### src/rtl/fetch_queue_pkg.sv
// Shared pipeline types for the instruction-fetch front end.
package fetch_queue_pkg;

  localparam int FETCH_PC_W  = 9;
  localparam int FETCH_INS_W = 32;

  localparam logic [FETCH_INS_W-1:0] FETCH_BUBBLE = 32'h0;

  typedef struct packed {
    logic [FETCH_PC_W-1:0]  pc;
    logic [FETCH_INS_W-1:0] instr;
  } fetch_entry_t;

endpackage

### src/rtl/fetch_fifo.sv
// In-order synchronous FIFO of fetched {pc, instr} entries with flush.
module fetch_fifo
  import fetch_queue_pkg::*;
#(
  parameter int DEPTH = 4
) (
  input  logic                   clock,
  input  logic                   reset,
  input  logic                   push,
  input  fetch_entry_t           push_entry,
  input  logic                   pop,
  input  logic                   flush,
  output fetch_entry_t           head,
  output logic [$clog2(DEPTH):0] count
);

  localparam int AW = $clog2(DEPTH);
  localparam int CW = AW + 1;

  fetch_entry_t   mem [DEPTH];
  logic [AW-1:0]  rd_ptr;
  logic [AW-1:0]  wr_ptr;

  // Storage needs no reset; entries are only visible once count covers them.
  always_ff @(posedge clock) begin
    if (push && !flush) begin
      mem[wr_ptr] <= push_entry;
    end
  end

  always_ff @(posedge clock or negedge reset) begin
    if (!reset) begin
      rd_ptr <= '0;
      wr_ptr <= '0;
      count  <= '0;
    end else if (flush) begin
      rd_ptr <= '0;
      wr_ptr <= '0;
      count  <= '0;
    end else begin
      if (push) begin
        wr_ptr <= wr_ptr + AW'(1);
      end
      if (pop) begin
        rd_ptr <= rd_ptr + AW'(1);
      end
      count <= count + CW'(push) - CW'(pop);
    end
  end

  assign head = mem[rd_ptr];

endmodule

### src/rtl/fetch_queue.sv
// Decoupled fetch front end: credit-limited requests, in-order response queue, redirect flush.
module fetch_queue
  import fetch_queue_pkg::*;
#(
  parameter int PC_W  = FETCH_PC_W,
  parameter int INS_W = FETCH_INS_W,
  parameter int DEPTH = 4
) (
  input  logic             clock,
  input  logic             reset,
  output logic             imem_req_valid,
  input  logic             imem_req_ready,
  output logic [PC_W-1:0]  imem_req_addr,
  input  logic             imem_rsp_valid,
  input  logic [INS_W-1:0] imem_rsp_data,
  input  logic             redirect,
  input  logic [PC_W-1:0]  redirect_pc,
  input  logic             stall,
  output logic             if_valid,
  output logic [PC_W-1:0]  if_pc,
  output logic [INS_W-1:0] if_instr
);

  localparam int CW = $clog2(DEPTH) + 1;

  logic [PC_W-1:0] fetch_pc;
  logic [PC_W-1:0] rsp_pc;
  logic [PC_W-1:0] redirect_base;
  logic [CW-1:0]   inflight;
  logic [CW-1:0]   drop_cnt;
  logic [CW-1:0]   count;
  logic            req_fire;
  logic            rsp_fire;
  logic            push;
  logic            pop;
  fetch_entry_t    push_entry;
  fetch_entry_t    head;

  // A request is only offered when a queue slot is guaranteed for its response.
  assign imem_req_valid = reset && !redirect && ((inflight + count) < CW'(DEPTH));
  assign imem_req_addr  = fetch_pc;
  assign req_fire       = imem_req_valid && imem_req_ready;
  assign rsp_fire       = imem_rsp_valid && (inflight != '0);
  assign push           = rsp_fire && (drop_cnt == '0) && !redirect;
  assign pop            = if_valid && !stall && !redirect;
  assign redirect_base  = redirect_pc & ~PC_W'(3);
  assign push_entry     = '{pc: rsp_pc, instr: imem_rsp_data};

  fetch_fifo #(.DEPTH(DEPTH)) u_fifo (
    .clock      (clock),
    .reset      (reset),
    .push       (push),
    .push_entry (push_entry),
    .pop        (pop),
    .flush      (redirect),
    .head       (head),
    .count      (count)
  );

  assign if_valid = (count != '0);
  assign if_pc    = if_valid ? head.pc : '0;
  assign if_instr = if_valid ? head.instr : FETCH_BUBBLE;

  // Redirect marks every outstanding response stale, including one landing this cycle.
  always_ff @(posedge clock or negedge reset) begin
    if (!reset) begin
      fetch_pc <= '0;
      rsp_pc   <= '0;
      inflight <= '0;
      drop_cnt <= '0;
    end else if (redirect) begin
      fetch_pc <= redirect_base;
      rsp_pc   <= redirect_base;
      inflight <= inflight - CW'(rsp_fire);
      drop_cnt <= inflight - CW'(rsp_fire);
    end else begin
      if (req_fire) begin
        fetch_pc <= fetch_pc + PC_W'(4);
      end
      if (push) begin
        rsp_pc <= rsp_pc + PC_W'(4);
      end
      inflight <= inflight + CW'(req_fire) - CW'(rsp_fire);
      if (rsp_fire && (drop_cnt != '0)) begin
        drop_cnt <= drop_cnt - CW'(1);
      end
    end
  end

endmodule

### config.mk
export PLATFORM = sky130hd
export DESIGN_NAME = fetch_queue
export DESIGN_NICKNAME = d
export VERILOG_FILES = /design/src/rtl/fetch_queue_pkg.sv /design/src/rtl/fetch_fifo.sv /design/src/rtl/fetch_queue.sv
export SDC_FILE = /design/constraint.sdc
export NUM_CORES = 1
export LEC_CHECK = 0
export CAP_MARGIN = 20
export CORE_ASPECT_RATIO = 0.6
export CORE_MARGIN = 5
export CORE_UTILIZATION = 55
export CTS_CLUSTER_SIZE = 14
export DETAILED_ROUTE_END_ITERATION = 8
export PLACE_DENSITY = 0.79
export SETUP_SLACK_MARGIN = 0.5
export SLEW_MARGIN = 20
export SYNTH_ARGS = -nofsm -noshare
export SYNTH_HDL_FRONTEND = slang
export SYNTH_SLANG_ARGS = --single-unit
### constraint.sdc
create_clock -name clock -period 3.8 [get_ports clock]
set_input_delay 0.76 -clock clock [delete_from_list [all_inputs] [get_ports clock]]
set_output_delay 0.76 -clock clock [all_outputs]
set_load 0.01 [all_outputs]
# == After elaboration in Yosys (flattened, before gate mapping) ==
# Memories as Yosys holds them, arrays and structs flattened.
# Cells that the tools add are included.
# totals
ff_bits,31
latch_bits,0
ram_bits,164
romBits,0
inputBits,47
out_inout_bits,52
word_cells,56
n_memories,1
# mem_list
name,depth,width,read_ports,rd_clocked_by_memory_dff,write_ports,line,source
u_fifo.mem,4,41,1,0,1,fetch_fifo.sv:20,fetch_entry_t mem [DEPTH];
# classes
n_addsub,11
multipliers,0
div_mod_pow,0
order_cmp,1
eq_ne,0
shift,0
muxes,16
bitwise_logic,0
n_reduce_logical,20
# op_table
cell,count
9-bit 2-to-1 mux,5
32-bit 2-to-1 mux,1
"9-bit by 3-bit adder with 9-bit output, second input constant",2
3-bit 2-to-1 mux,4
1-bit logical AND,10
3-bit nonzero test,3
3-bit by 1-bit subtractor with 3-bit output,3
2-bit 2-to-1 mux,4
2-bit nonzero test,4
3-bit by 1-bit adder with 3-bit output,2
"2-bit by 1-bit adder with 2-bit output, second input constant",2
3-bit adder,1
3-bit zero test,1
"3-bit < comparator, second input constant",1
"3-bit by 1-bit subtractor with 3-bit output, second input constant",1
1-bit zero test,2
1-bit 2-to-1 mux,2

# == Longest topological paths before layout ==
# Gate-level depths: netlist of the first run.
# logic_depth
word_depth,7
mapped_depth,12
ltp_nobuf,12

# == Hierarchy ==
# A second synthesis of the first run with hierarchy kept.
# unflattened
hier_cells,449
hier_area_um2,8055.2
# by_module_without_submodules
module,n_inst,cells_each,area_per_inst_um2,seq_area_each_um2
fetch_fifo,1,252,6396.1,5099.9
fetch_queue,1,197,1659.1,500.5

# == Least setup slack after synthesis of the first run ==
# OpenSTA, ideal clock, no wires.
# synth_timing
path_kind,flip-flop to flip-flop
startpoint,register inflight[1]
endpoint,register inflight[2]
setup_time_ns,0.079
arrival_time_ns,2.796
required_ns,3.721
path_slack_ns,0.925
path_stages_with_launch,13
n_path_buf,0
synth_period_minus_slack_ns,2.875
cell_sequence,dfrtp_1 > ha_1 > a31oi_1 > xor2_2 > nor2_1 > nand2_1 > ha_1 > inv_1 > ha_1 > fa_1 > xor2_1 > o21ai_0 > xor2_1
# synth_via
elab_chain_cells,7
elab_cells_between_ends,10
cone_classes,add/sub: 4; order compare: 1; mux: 1; reduce/logical: 4
# synth_rtl
item,line,source
"start, declared",fetch_queue.sv:29,logic [CW-1:0] inflight;
"start signal, assigned",fetch_queue.sv:74,inflight <= inflight - CW'(rsp_fire);
"start signal, assigned",fetch_queue.sv:83,inflight <= inflight + CW'(req_fire) - CW'(rsp_fire);
3-bit adder,fetch_queue.sv:40,assign imem_req_valid = reset && !redirect && ((inflight + count) < CW'(DEPTH));
3-bit < comparator,fetch_queue.sv:40,
1-bit logical AND,fetch_queue.sv:40,
1-bit logical AND,fetch_queue.sv:42,assign req_fire = imem_req_valid && imem_req_ready;
3-bit by 1-bit adder with 3-bit output,fetch_queue.sv:83,
3-bit by 1-bit subtractor with 3-bit output,fetch_queue.sv:83,
3-bit 2-to-1 mux *,fetch_queue.sv:71,end else if (redirect) begin
# Every way passes the cells marked *; elsewhere a longest branch is shown, timed or not.
# A chain may end at the register's enable or synchronous reset.

# == Final worst setup path of the first run ==
# layout_timing
startpoint,register inflight[1]
endpoint,output imem_req_valid
# layout_via
elab_chain_cells,3
# layout_rtl
item,line,source
3-bit adder,fetch_queue.sv:40,
3-bit < comparator,fetch_queue.sv:40,
1-bit logical AND,fetch_queue.sv:40,
"end, declared",fetch_queue.sv:11,"output logic imem_req_valid,"
# Every way passes these cells.

==> metrics.txt, run 1 <==
met2 Use GR=0.296; gr usage total=0.191; met1 Use GR=0.278; Clk pwr share=0.294; Mapped Cells=431; Fin Setup TNS=0 ns; Worst Skew=0.0159 ns; initial core utilization=0.559; Least-Margin Pin Slew=0.601 ns; Comb power frac=0.292; Net Sw Frac=0.298; Max transition margin=0.599; TritonCTS buffer count=17; Critical Path AT=2.45 ns; Area Overhead vs Synth=24.2%; Hold Vio Cnt, Final=0; initial antenna violation count=1; EDFF count, synth=156; post-route ant nets=0; crit end category=primary output; Sequential Power Share=0.414; HP Class=register to register; CTS clk-pin slew, worst paths=0.07 ns; Pint=4.11 mW; nets@finish=601; largest net degree at the start of global routing=45; CTS tree=built; GRT busiest layer=met2; Highest Clock Rate=0.312 GHz; ANT cells=0; drt via density=5.68; root cell of the clock tree=clkbuf_16; gr ovfl total=0; Max Buffers Root-to-Sink=2; leak pwr=3.18 nW; pwr dens=619 nW/um2; syn_area_per_cell=17.7 um2; hold path depth=0; routability cong.=0.819; DR pass1 iterations=5; post-route core utilization=0.694; vias in the first global route=4,305; area of the multi-input gates=2160 um2; Yosys reg bits=183; Synth top area share=0.615; row count=33; Yosys top cell by area=edfxtp_1; status=finished clean; Area contributors post-synth=edfxtp_1 62%, mux4_2 12%, dfrtp_1 8.9%; FILL cells=894; post-synthesis sequential area ratio=0.704; RSZ-0062 raised after global routing=false; max incr delay on CP=0.54 ns; DP Worst Slack=0.531 ns; first-pass GRT wire length=23,500 um; final worst path period share=0.844; CP max stage cell=clkdlybuf4s50_1; Synth Cell Area=7610 um2; net switching power=1.75 mW; crit path kind=register to primary output; share of cells above drive strength 1=0.184; met3 GRT Util=0.0490; Setup crit start kind=register; Worst EP required=3.04 ns; Vias=4,121; fin crit period=3.21 ns; Max FO, Critical Path=6; fin. max-slew vios=0; drt drc=0; Max-Cap Viols=0; FF-to-FF path depth=12; CP cell instances=ha_1, a31oi_4, xnor2_4, and3_1, clkdlybuf4s50_1; # clock sinks=183; Final setup viols=0; drt wl/cell=20.6 um; Max VDD drop=387 uV; most common cell in the netlist=edfxtp_1; Die Width=162 um; DP HPWL=9360 um; Netlist cell types=42; Die H=101 um; DRT Wirelength=15,000 um; Clock H-tree levels=4; Synth top cells by count=156 x edfxtp_1, 42 x nor2b_1, 39 x mux4_2; IO Count=99; setup ws final=0.594 ns; clock latency on the worst-skew pair=0.42 ns; DIE AREA=16,400 um2; drt initial violations=373; register area=5370 um2; port bufs=92; Post-synth ARST share=0.148; total core area=13,600 um2; top_reg_cell synth=edfxtp_1; warning count from the yosys run=0
## stage by stage
stage	std cells	hold slack (ns)	cell area, um2	total power [mW]
after detailed placement	691	0.560	8800	4.11
after CTS	725	0.578	9420	5.86
after global placement	691	0.545	8800	4.06
after floorplan	434	0.464	7620	3.36
final	725	0.576	9460	5.85
after global routing	725	0.612	9460	6.15
## state kept, by name (all words and copies together) (netlist names)
signal,cells
imem_req_addr,7
u_fifo.rd_ptr,2
drop_cnt,3
u_fifo.wr_ptr,2
inflight,3
rsp_pc,7
u_fifo.mem,156
u_fifo.count,3
## final timing paths
| kind | to | start | slack, ns |
|---|---|---|---|
| worst max-delay path | imem_req_valid | inflight[1] | 0.59 |
| worst min-delay path | u_fifo.mem[2][36] | rsp_pc[4] | 0.58 |
| worst max register to register | inflight[2] | inflight[1] | 0.67 |
| worst min register to register | u_fifo.mem[2][36] | rsp_pc[4] | 0.58 |
| max in group asynchronous | u_fifo.rd_ptr[1] | reset | 2.71 |
| min in group asynchronous | imem_req_addr[4] | reset | 0.78 |
## cells in the final DEF (no fill, tap or decap), types with 2 or more instances in the layout
cell type	n
edfxtp_1	156
clkdlybuf4s50_1	92
nor2b_1	42
mux4_2	39
dfrtp_1	25
clkbuf_16	17
ha_1	15
inv_1	14
nor2_1	12
a21oi_1	12
buf_4	11
nand2_1	10
xnor2_1	9
nor3_1	8
and3_1	6
xor2_1	6
o21ai_0	5
and2_2	4
nand3_1	4
conb_1	4
inv_6	4
or3_1	3
nor4_1	3
a311oi_1	3
clkinv_4	3
buf_12	3
nand2b_1	2
o21a_1	2
mux2i_1	2
mux2_2	2
o22ai_1	2
fa_1	2
inv_8	2
clkinvlp_4	2
clkinv_8	2
dfrtp_4	2
## logic make-up after synthesis
kind of cell,after synthesis,share of synthesized area
mux,43,0.121
flops,183,0.704
compound gates,31,0.0273
other cells,1,0.000493
fa+ha+maj,17,0.0299
buf+inv,36,0.0204
simple gates,102,0.0750
xor+xnor,18,0.0217
## power groups by stage
| stage | Combinational (mW) | Clock [mW] | Sequential, mW |
|---|---|---|---|
| after floorplan | 0.936 | 0 | 2.42 |
| after global placement | 1.60 | 0 | 2.47 |
| after detailed placement | 1.63 | 0 | 2.47 |
| after CTS | 1.69 | 1.75 | 2.41 |
| after global routing | 1.86 | 1.85 | 2.44 |
| final | 1.71 | 1.72 | 2.42 |
## cell type report
type / count / area share
inverters: 14 / 0.00556
repair buffers: 106 / 0.112
clock inverters: 15 / 0.0176
clock buffers: 17 / 0.0450
flip-flops and latches: 183 / 0.568
well taps: 175 / 0.0232
multi-input cells: 215 / 0.229
## what timing repair did
item                                    4_1_cts  5_1_grt
resized for setup                             3        5
pin swaps                                     0        1
hold buffers                                  0        0
endpoints found under the setup margin       28        4
buffers inserted                              2        0
## critical path, delay by kind of cell, from the launching register on
kind / cells / cell delay [ns]
xor+xnor: 1 / 0.21
flops: 1 / 0.45
fa+ha+maj: 1 / 0.35
buf+inv: 1 / 0.54
simple gates: 1 / 0.20
compound gates: 1 / 0.29
## layer usage
metal  wire length (um)  up-vias  part of all wire
li1                   -     1860                 -
met1               6550     2103              0.44
met2               7100      143              0.47
met3               1180       13             0.079
met4                109        2            0.0073
met5                 11        -           0.00074
Note: power is estimated with default switching activity, not from simulation.
==> run 2, diff against run 1 <==
==> constraint.sdc (replaced) <==
create_clock -name clock -period 3 [get_ports clock]
set_input_delay 0.6 -clock clock [delete_from_list [all_inputs] [get_ports clock]]
set_output_delay 0.6 -clock clock [all_outputs]
set_load 0.01 [all_outputs]
==> run 2 against run 1 <==
Compared with the run above: critical path depth grew 2; die area did not move; total power is 45% higher; sequential power is 26% higher; global-route usage up 1.7 points; critical path type unchanged; largest power group is now combinational logic; register-to-register slack lost 0.29 ns.
==> metrics.txt, run 2 (synthesis gave the netlist of run 1 again) <==
gr usage total=0.208 (+0.0173); Sequential Power Share=0.359 (-0.055); Finished Layout Cells=766 (+5.7%); reg2reg start=u_fifo.count[1]; clock latency on the worst-skew pair=0.42 ns (about the same); Area Overhead vs Synth=35.0%; largest net degree at the start of global routing=41 (-8.9%); port bufs=92 (unchanged); share of cells above drive strength 1=0.360 (+0.177); drt wl/cell=22.0 um (+6.7%); Clock H-tree levels=4 (unchanged); Highest Clock Rate=0.375 GHz; DR pass1 iterations=5 (unchanged); Critical Path AT=2.07 ns (-0.38 ns); drt via density=5.66 (-0.35%); initial antenna violation count=0 (-1); HP Class=register to register; Final setup viols=0 (unchanged); row count=33 (unchanged); met1 Use GR=0.293 (+0.0148); Tot Pwr=8.51 mW (+45%); Max VDD drop=449 uV (+16%); FILL cells=745 (-17%); Reg2Reg Capture Point=inflight[2]; Die Width=162 um (unchanged); routability cong.=0.802 (-2.0%); Most flops, register=u_fifo.mem; GRT busiest layer=met2; Max-Cap Viols=0 (unchanged); Hold EP=u_fifo.mem[0][39]; drt initial violations=348 (-6.7%); setup ws final=0.334 ns (-0.259 ns); Comb power frac=0.399 (+0.107); Net Sw Frac=0.311 (+0.0129); Pint=5.86 mW (+43%); vias in the first global route=4,495 (+4.4%); met2 Use GR=0.340 (+0.0443); post-route ant nets=0 (unchanged); Clk pwr share=0.242 (-0.052); status=finished clean; Die H=101 um (unchanged); number of flip-flops under the largest register name=156 (unchanged); root cell of the clock tree=clkbuf_16; CTS tree=built; final worst path period share=0.889; first-pass GRT wire length=25,400 um (+8.0%); crit end category=primary output; Worst Skew=0.0108 ns (-0.00508 ns); IO Count=99 (unchanged); initial core utilization=0.559 (unchanged); drt drc=0 (unchanged); setup slack, reg-to-reg=0.38 ns (-0.29 ns); leak pwr=3.69 nW (+16%); DIE AREA=16,400 um2 (unchanged); RSZ-0062 raised after global routing=true; met3 GRT Util=0.0499 (+0.000817); total core area=13,600 um2 (unchanged); Setup crit start kind=register; # clock sinks=183 (unchanged); fin. max-slew vios=0 (unchanged); CTS clk-pin slew, worst paths=0.07 ns (about the same); dpl cells=697 (+0.87%); commonest non-fill, non-tap cell in the layout=edfxtp_1; most frequent cells in the layout=156 x edfxtp_1, 51 x clkdlybuf4s50_1, 40 x buf_6; pwr dens=828 nW/um2 (+34%); Hold Vio Cnt, Final=0 (unchanged); Vias=4,339 (+5.3%); FF-to-FF path depth=13 (+1); crit path kind=register to primary output; Worst EP required=2.40 ns (-0.64 ns); worst hold slack=0.575 ns (-0.00123 ns); CTS Hold Bufs=0 (unchanged); net switching power=2.65 mW (+52%); Max Buffers Root-to-Sink=2 (unchanged); Max FO, Critical Path=5 (-1); gr ovfl total=0 (unchanged); DP Worst Slack=0.159 ns (-0.372 ns); Hold Path Origin=rsp_pc[7]; ANT cells=0 (unchanged); Fin Setup TNS=0 ns (unchanged); hold path depth=0 (unchanged); nets@finish=642 (+6.8%); TritonCTS buffer count=17 (unchanged); fin crit period=2.67 ns; DRT Wirelength=16,900 um (+13%); DP HPWL=9360 um (about the same)
-- run 2: per-stage QoR --
step                      area [um2]   util
after floorplan                 7660      -
after global placement          8970  0.658
after detailed placement        8970  0.658
after CTS                       9830  0.721
after global routing           10300  0.754
final                          10300  0.754
-- run 2: area by class of cell --
type                       count  area (um2)  share of cell area
tap                          175         219              0.0213
multi-input combinational    215        2400               0.234
clock inverter                14         118              0.0114
clock buffer                  18         429              0.0418
inverter                      14        52.6             0.00511
sequential                   183        5370               0.522
timing repair buffer         147        1690               0.165
-- run 2: worst max-delay path by stage --
stage | startpoint | to | slack, ns | cells past startpoint
2_1_floorplan | u_fifo.count[1] | inflight[2] | 0.39 | 12
3_3_place_gp | reset | inflight[2] | 0.15 | 11
3_5_place_dp | reset | inflight[2] | 0.16 | 11
4_1_cts | u_fifo.rd_ptr[0] | if_pc[3] | 0.35 | 5
5_1_grt | u_fifo.count[1] | inflight[2] | 0.26 | 13
6_report | u_fifo.rd_ptr[0] | if_instr[5] | 0.33 | 7
-- run 2: routing by layer --
layer | wire, um | up-vias | part of all wire
met5 | 0 | - | 0
met4 | 123 | 0 | 0.0073
met3 | 1060 | 16 | 0.063
met2 | 8220 | 175 | 0.49
met1 | 7450 | 2192 | 0.44
li1 | - | 1956 | -
-- run 2: power groups by stage --
stage / registers, mW / logic, mW / clock network, mW
after global placement: 3.10 / 2.21 / 0
after CTS: 3.05 / 2.74 / 2.10
after detailed placement: 3.11 / 2.25 / 0
after global routing: 3.07 / 3.63 / 2.23
final: 3.05 / 3.40 / 2.06
after floorplan: 3.07 / 1.23 / 0
-- run 2: critical path, stage by stage (launching register included) --
cell and delay [ns]:
dfrtp_2 0.43, buf_6 0.13, buf_6 0.11, buf_12 0.13
buf_16 0.14, mux4_2 0.44, nor2b_4 0.15, buf_6 0.11
-- run 2: repair_timing --
item,CTS,global route
gates cloned,6,2
pin swaps,7,9
resized for setup,163,103
buffers inserted,22,7
endpoints found under the setup margin,43,43
==> run 3, diff against run 2 <==
--- a/config.mk
+++ b/config.mk
@@ -11,6 +11,7 @@
 export CORE_UTILIZATION = 55
 export CTS_CLUSTER_SIZE = 14
 export DETAILED_ROUTE_END_ITERATION = 8
+export GPL_ROUTABILITY_DRIVEN = 0
 export PLACE_DENSITY = 0.79
 export SETUP_SLACK_MARGIN = 0.5
 export SLEW_MARGIN = 20
==> results of run 3 <==
The final DEF is identical to that of run 2; final timing and power are the same.
